$ cat config.mk
export PLATFORM = sky130hd
export DESIGN_NAME = ring_phase_monitor
export DESIGN_NICKNAME = d
export VERILOG_FILES = /design/src/rtl/ring_phase_monitor.sv
export SDC_FILE = /design/constraint.sdc
export NUM_CORES = 1
export LEC_CHECK = 0
export CORE_ASPECT_RATIO = 1.4
export CORE_MARGIN = 2
export CORE_UTILIZATION = 56
export CTS_CLUSTER_SIZE = 20
export DETAILED_ROUTE_END_ITERATION = 10
export PLACE_DENSITY = 0.84
export SETUP_SLACK_MARGIN = 0.15
export SYNTH_ARGS = -nofsm -noshare
export SYNTH_HDL_FRONTEND = slang
export SYNTH_SLANG_ARGS = --single-unit
$ cat constraint.sdc
create_clock -name clock -period 10.7 [get_ports clock]
set_clock_uncertainty 0.1 [all_clocks]
set_input_delay 1.07 -clock clock [delete_from_list [all_inputs] [get_ports clock]]
set_output_delay 1.07 -clock clock [all_outputs]
set_load 0.02 [all_outputs]
$ cat src/rtl/ring_phase_monitor.sv
// Checks a one-hot ring counter for legality and sequencing, and encodes its phase.
// Optional macro RING_AUTO_RESYNC_EN lets FAULT recover on two consecutive in-sequence samples.
module ring_phase_monitor #(
  parameter int unsigned word_size = 8,
  parameter int unsigned idx_width = 3,
  parameter int unsigned rev_width = 8
) (
  input  logic                 clock,
  input  logic                 reset,
  input  logic [word_size-1:0] ring_in,
  input  logic                 ring_step,
  input  logic                 ring_reset,
  input  logic                 err_clear,
  output logic [idx_width-1:0] phase_idx,
  output logic                 phase_valid,
  output logic                 wrap_pulse,
  output logic [rev_width-1:0] rev_count,
  output logic                 onehot_err,
  output logic                 seq_err
);

  typedef enum logic [1:0] {
    ST_SYNC  = 2'd0,
    ST_TRACK = 2'd1,
    ST_FAULT = 2'd2
  } state_t;

  state_t               state;
  logic [word_size-1:0] prev_ring;
  logic                 prev_step;

  logic                 legal_c;
  logic [idx_width-1:0] set_idx_c;
  logic [word_size-1:0] expected_c;

  function automatic logic [word_size-1:0] rotl(input logic [word_size-1:0] v);
    return {v[word_size-2:0], v[word_size-1]};
  endfunction

  // Legality, bit index of the active bit, and the value the ring should show now.
  always_comb begin
    legal_c    = ($countones(ring_in) == 1);
    set_idx_c  = '0;
    expected_c = prev_step ? rotl(prev_ring) : prev_ring;
    for (int unsigned i = 0; i < word_size; i++) begin
      if (ring_in[i]) set_idx_c = idx_width'(i);
    end
  end

`ifdef RING_AUTO_RESYNC_EN
  logic                 rs_armed;
  logic [word_size-1:0] rs_ring;
  logic                 rs_step;
  logic [word_size-1:0] rs_expected_c;

  always_comb begin
    rs_expected_c = rs_step ? rotl(rs_ring) : rs_ring;
  end
`endif

  always_ff @(posedge clock) begin
    if (reset) begin
      state       <= ST_SYNC;
      prev_ring   <= '0;
      prev_step   <= 1'b0;
      phase_idx   <= '0;
      phase_valid <= 1'b0;
      wrap_pulse  <= 1'b0;
      rev_count   <= '0;
      onehot_err  <= 1'b0;
      seq_err     <= 1'b0;
`ifdef RING_AUTO_RESYNC_EN
      rs_armed    <= 1'b0;
      rs_ring     <= '0;
      rs_step     <= 1'b0;
`endif
    end else begin
      wrap_pulse <= 1'b0;
      // Clear first so a same-cycle error set below takes precedence.
      if (err_clear) begin
        onehot_err <= 1'b0;
        seq_err    <= 1'b0;
      end
      if (state != ST_FAULT) begin
        prev_ring <= ring_in;
        prev_step <= ring_step;
`ifdef RING_AUTO_RESYNC_EN
        rs_armed  <= 1'b0;
`endif
      end

      case (state)
        ST_SYNC: begin
          if (legal_c) begin
            state       <= ST_TRACK;
            phase_idx   <= set_idx_c;
            phase_valid <= 1'b1;
          end else begin
            phase_valid <= 1'b0;
          end
        end

        ST_TRACK: begin
          if (ring_reset) begin
            state       <= ST_SYNC;
            phase_valid <= 1'b0;
          end else if (!legal_c) begin
            state       <= ST_FAULT;
            onehot_err  <= 1'b1;
            phase_valid <= 1'b0;
          end else if (ring_in != expected_c) begin
            state       <= ST_FAULT;
            seq_err     <= 1'b1;
            phase_valid <= 1'b0;
          end else begin
            phase_idx   <= set_idx_c;
            phase_valid <= 1'b1;
            if (prev_step && prev_ring[word_size-1]) begin
              wrap_pulse <= 1'b1;
              rev_count  <= rev_count + rev_width'(1);
            end
          end
        end

        ST_FAULT: begin
          phase_valid <= 1'b0;
          if (err_clear) begin
            state <= ST_SYNC;
`ifdef RING_AUTO_RESYNC_EN
            rs_armed <= 1'b0;
          end else if (legal_c) begin
            // Second legal sample in sequence with the first re-enters tracking.
            if (rs_armed && (ring_in == rs_expected_c)) begin
              state       <= ST_TRACK;
              phase_idx   <= set_idx_c;
              phase_valid <= 1'b1;
              prev_ring   <= ring_in;
              prev_step   <= ring_step;
              rs_armed    <= 1'b0;
            end else begin
              rs_armed <= 1'b1;
              rs_ring  <= ring_in;
              rs_step  <= ring_step;
            end
          end else begin
            rs_armed <= 1'b0;
`endif
          end
        end

        default: begin
          state       <= ST_SYNC;
          phase_valid <= 1'b0;
        end
      endcase
    end
  end

endmodule
[Word-level counts from Yosys, hierarchy flattened]
Cells that the tools add are included.
Word-level totals
  input bits: 13
  output and inout bits: 15
  logic and storage cells: 73
  register bits after elaboration: 26
Cells by class
  reductions and logical operators: 7
  add/subtract/negate cells: 8
  bitwise logic cells: 4
  mux-type cells: 34
  eq/ne operators: 11
Operators by type and width (number)
  $mux W3: 10
  $mux W1: 15
  $ne A2 B2 Y1 const B: 6
  $mux W2: 5
  $reduce_and A5 Y1: 2
  $add A1 B1 Y2: 4
  $add A8 B1 Y8 const B: 1
  $mux W8: 1
  $ne A8 B8 Y1: 1
  $add A2 B2 Y3: 2
  $pmux W2 S3: 1
  $pmux W3 S2: 1
  $reduce_or A5 Y1: 1
  $add A3 B3 Y4: 1
  $eq A4 B1 Y1 const B: 1
  $ne A4 B4 Y1 const B: 1
  $not A1 Y1: 4
  $reduce_and A3 Y1: 1
  $eq A2 B1 Y1 const B: 1
  $eq A2 B2 Y1 const B: 1
  $logic_not A2 Y1: 1
  $pmux W1 S2: 1
  $reduce_bool A2 Y1: 1
  $logic_and A1 B1 Y1: 1

[Logic depth before layout (Yosys ltp)]
  depth in word-level cells: 11
  mapped depth: 13
  gate-level depth less buffers: 13

[Worst setup path before layout]
OpenSTA, ideal clock, no wires.
  path kind: input port to flip-flop
  start point: in ring_in[0]
  end point: reg phase_idx[0]
  setup slack: 6.264 ns
  path buffers: 0
  required time: 10.505 ns
  setup time: 0.095 ns
  data arrival time: 4.240 ns
  stages: 13
  cell sequence: inv_1 -> fa_1 -> fa_1 -> fa_1 -> inv_1 -> ha_1 -> inv_1 -> fa_1 -> nor2_1 -> a31oi_1 -> or4_1 -> nor2b_1 -> a221oi_1
On the way
  cells in the longest elaborated chain, start to end: 6
  elaborated cells between the ends (all ways): 9
  classes of those cells: 3 x add/sub; 5 x eq/ne; 1 x reduce/logical
Ends and longest elaborated chain
  from (decl): line 10  | input logic [word_size-1:0] ring_in,
  $add A1 B1 Y2 (not written as such): line 42  | legal_c = ($countones(ring_in) == 1);
  $add A2 B2 Y3 (not written as such): line 42
  $add A3 B3 Y4 (not written as such): line 42
  $eq A4 B1 Y1: line 42
  $ne A2 B2 Y1 (no line)
  $reduce_and A5 Y1 (no line) *
  to (signal assigned): line 96  | phase_idx <= set_idx_c;
  to (signal assigned): line 116  | phase_idx <= set_idx_c;
  to (decl): line 14  | output logic [idx_width-1:0] phase_idx,
Mark *: on every way between the ends. The rest lies on a longest branch, timed or not.
A chain may end at the register's enable or synchronous reset.

[Worst setup path in the final report]
  start point: in ring_in[1]
  end point: reg phase_idx[0]
On the way
  cells in the longest elaborated chain, start to end: 11
  elaborated cells between the ends (all ways): 21
  classes of those cells: 3 x add/sub; 5 x eq/ne; 12 x mux; 1 x reduce/logical
Ends and longest elaborated chain
  branches (longest 11 deep; another with $add A3 B3 Y4)
Several ways; the timed one is not identified. The select of a mux whose other input is x is not followed.

==> flow_metrics.tcl <==
set metrics [dict create \
    routedWlPerCell_um 15.8 \
    gp_congestion 0.910 \
    worstSetupEndpointType "flip-flop" \
    fillCellCount 222 \
    finalNetCount 233 \
    clk_pin_slew_worst_paths_ns 0.15 \
    drv_slew 0 \
    dr.pass1.iters 5 \
    period_share 0.467 \
    critPathRequiredTime_ns 10.84 \
    grt_pass1_wl_um 6290 \
    tightest_slew_ns 1.12 \
    die_h_um 67.1 \
    gr-total-overflow 0 \
    dieArea_um2 3290 \
    clock_latency_ns 0.33 \
    yosys.cell_types.count 40 \
    area_growth_pct 20.0 \
    grt_max_degree 33 \
    vias 1482 \
    h-tree-depth 1 \
    stdcell_area_um2 1910 \
    track_usage 0.256 \
    final_cell_mix "clkdlybuf4s50_1 (27), dfxtp_1 (26), nand2_1 (23)" \
    clock_sinks 26 \
    relSlewSlack 0.250 \
    final_common_cell "clkdlybuf4s50_1" \
    cts_tree "yes" \
    yosysSeqAreaShare 0.327 \
    ir_worst_vdd_uv 141 \
    portBuffers 27 \
    cts-root-buf "clkbuf_4" \
    start_kind "input port" \
    start_util 0.596 \
    cts_resized 0 \
    die_x_um 49.1 \
    utilization 0.715 \
    critPathKind "input port to flip-flop" \
    n_antenna_cell 0 \
    fmax_mhz 200 \
    synth_nets 209 \
    ioPinCount 28 \
    place_ws_ns 5.38 \
    ys_dominant_reg_cell "dfxtp_1" \
    first_iter_violations 58 \
    cts_hold_buffers 0 \
    core_area_um2 2670 \
    synth_area_um2 1590 \
    wl_met1_um 1510 \
    power_density_nw_per_um2 138 \
    drive_above_1_share 0.0569 \
    postSynthCellCount 188 \
    place_area_um2 1860 \
    setup_slack_ns 5.71 \
    antenna_found_initial 0 \
    rsz0062_at_grt "no" \
    cap_violations 0 \
    yosys.area.top_type "dfxtp_1" \
    via_per_inst 6.00 \
    post-cts-setup-buffers 0 \
    setup_viol 0 \
    worst_ep_arrival_time_ns 5.13 \
    status "completed" \
    avgSynthCellArea_um2 8.47 \
    grt_pass1_vias 1549 \
    report.final.hold_viol_count 0 \
    yosys-top-cells-area "dfxtp_1 (33%), nand2_1 (5.4%), a21oi_1 (5.0%), fa_1 (5.0%), xnor2_1 (4.4%)" \
    clockBufferDepth 2 \
    rows 22 \
    synthArstFlopShare 0 \
    numCtsBuffers 3 \
    wl_um 3910 \
    synth_top_cell_area_share 0.327 \
    finalSetupTns_ns 0 \
    hold_path.class "flip-flop to flip-flop" \
    ys_ff_latch 26 \
    p_leak_nw 0.734 \
    hpwl_um 2940 \
    period_needed_ns 4.99 \
    wl_met2_um 2060 \
    ys_warn_count 0 \
    post-route-drc-count 0 \
    critPathMaxFanout 6 \
    synth_edf_count 0 \
    wl_met3_um 177 \
    dr.max_layer_used "met4" \
    ant_nets 0 \
]
## sequential cells by signal, indices dropped and copies added (netlist names), 2 cells and up
signal     count
prev_ring      8
phase_idx      3
rev_count      8
state          2
## cell type report
type / count / area (µm²) / area share
repair buffers: 27 / 270 / 0.142
flip-flops and latches: 26 / 520 / 0.273
inverters: 14 / 52.6 / 0.0275
multi-input cells: 140 / 968 / 0.507
clock buffers: 3 / 22.5 / 0.0118
clock inverters: 1 / 30.0 / 0.0157
well taps: 36 / 45.0 / 0.0236
## synth_stat cells (2+ instances only)
cell type   n
a221oi_1    3
mux2_1      3
o21ai_0     4
nand2_1    23
nand2b_1    3
nor4_1      4
nand3_1     5
o41ai_1     2
nand4_1     7
nor3_1      3
ha_1        4
dfxtp_1    26
a31oi_1     2
nor2b_1    10
xnor2_1     8
inv_1      14
xor2_1      2
clkbuf_1    4
nor2_1     14
mux2i_1     6
and4_1      2
mux2_2      3
a21oi_1    16
fa_1        4
## report_power, final
group	switching [mW]	leakage (nW)	internal [mW]
registers	0.00680	0.212	0.105
clock network	0.0306	0.0279	0.0379
logic	0.0464	0.494	0.0365
## worst max-delay path, stage by stage
cell,delay (ns)
clkdlybuf4s50_1,0.55
inv_1,0.09
fa_1,0.48
fa_1,0.51
fa_1,0.41
inv_1,0.07
ha_1,0.16
inv_1,0.05
fa_1,0.39
nor2_1,0.15
a31oi_1,0.15
or4_1,0.63
nor2b_1,0.19
a221oi_1,0.23
## path summary, 6_finish.rpt
kind,slack [ns],endpoint,depth (start not counted),start
hold / removal,0.39,onehot_err,2,onehot_err
setup / recovery,5.71,phase_idx[0],14,ring_in[1]
setup reg to reg,8.02,rev_count[4],5,prev_step
hold reg to reg,0.39,onehot_err,2,onehot_err
## kinds of logic after synthesis
| group | after synthesis | synth area share |
|---|---|---|
| adders and majority gates | 8 | 0.0818 |
| and+or+nand+nor | 78 | 0.253 |
| buffers and inverters | 22 | 0.0645 |
| muxes | 12 | 0.0802 |
| DFF | 26 | 0.327 |
| AOI/OAI and AO/OA | 32 | 0.138 |
| xor gates and xnor gates | 10 | 0.0550 |
## metal layers
layer | GRT usage | up-vias
met5 | 0 | -
met4 | 0.186 | 0
met3 | 0.0404 | 17
met2 | 0.510 | 54
met1 | 0.230 | 705
li1 | - | 706
## through the flow
step                      power (mW)  hold WS (ns)  instances
after floorplan                0.167         0.344        188
after global placement         0.190         0.353        243
after detailed placement       0.194         0.367        243
after CTS                      0.263         0.382        247
after global routing           0.278         0.411        247
final                          0.263         0.386        247
(Power assumes the default switching activity.)
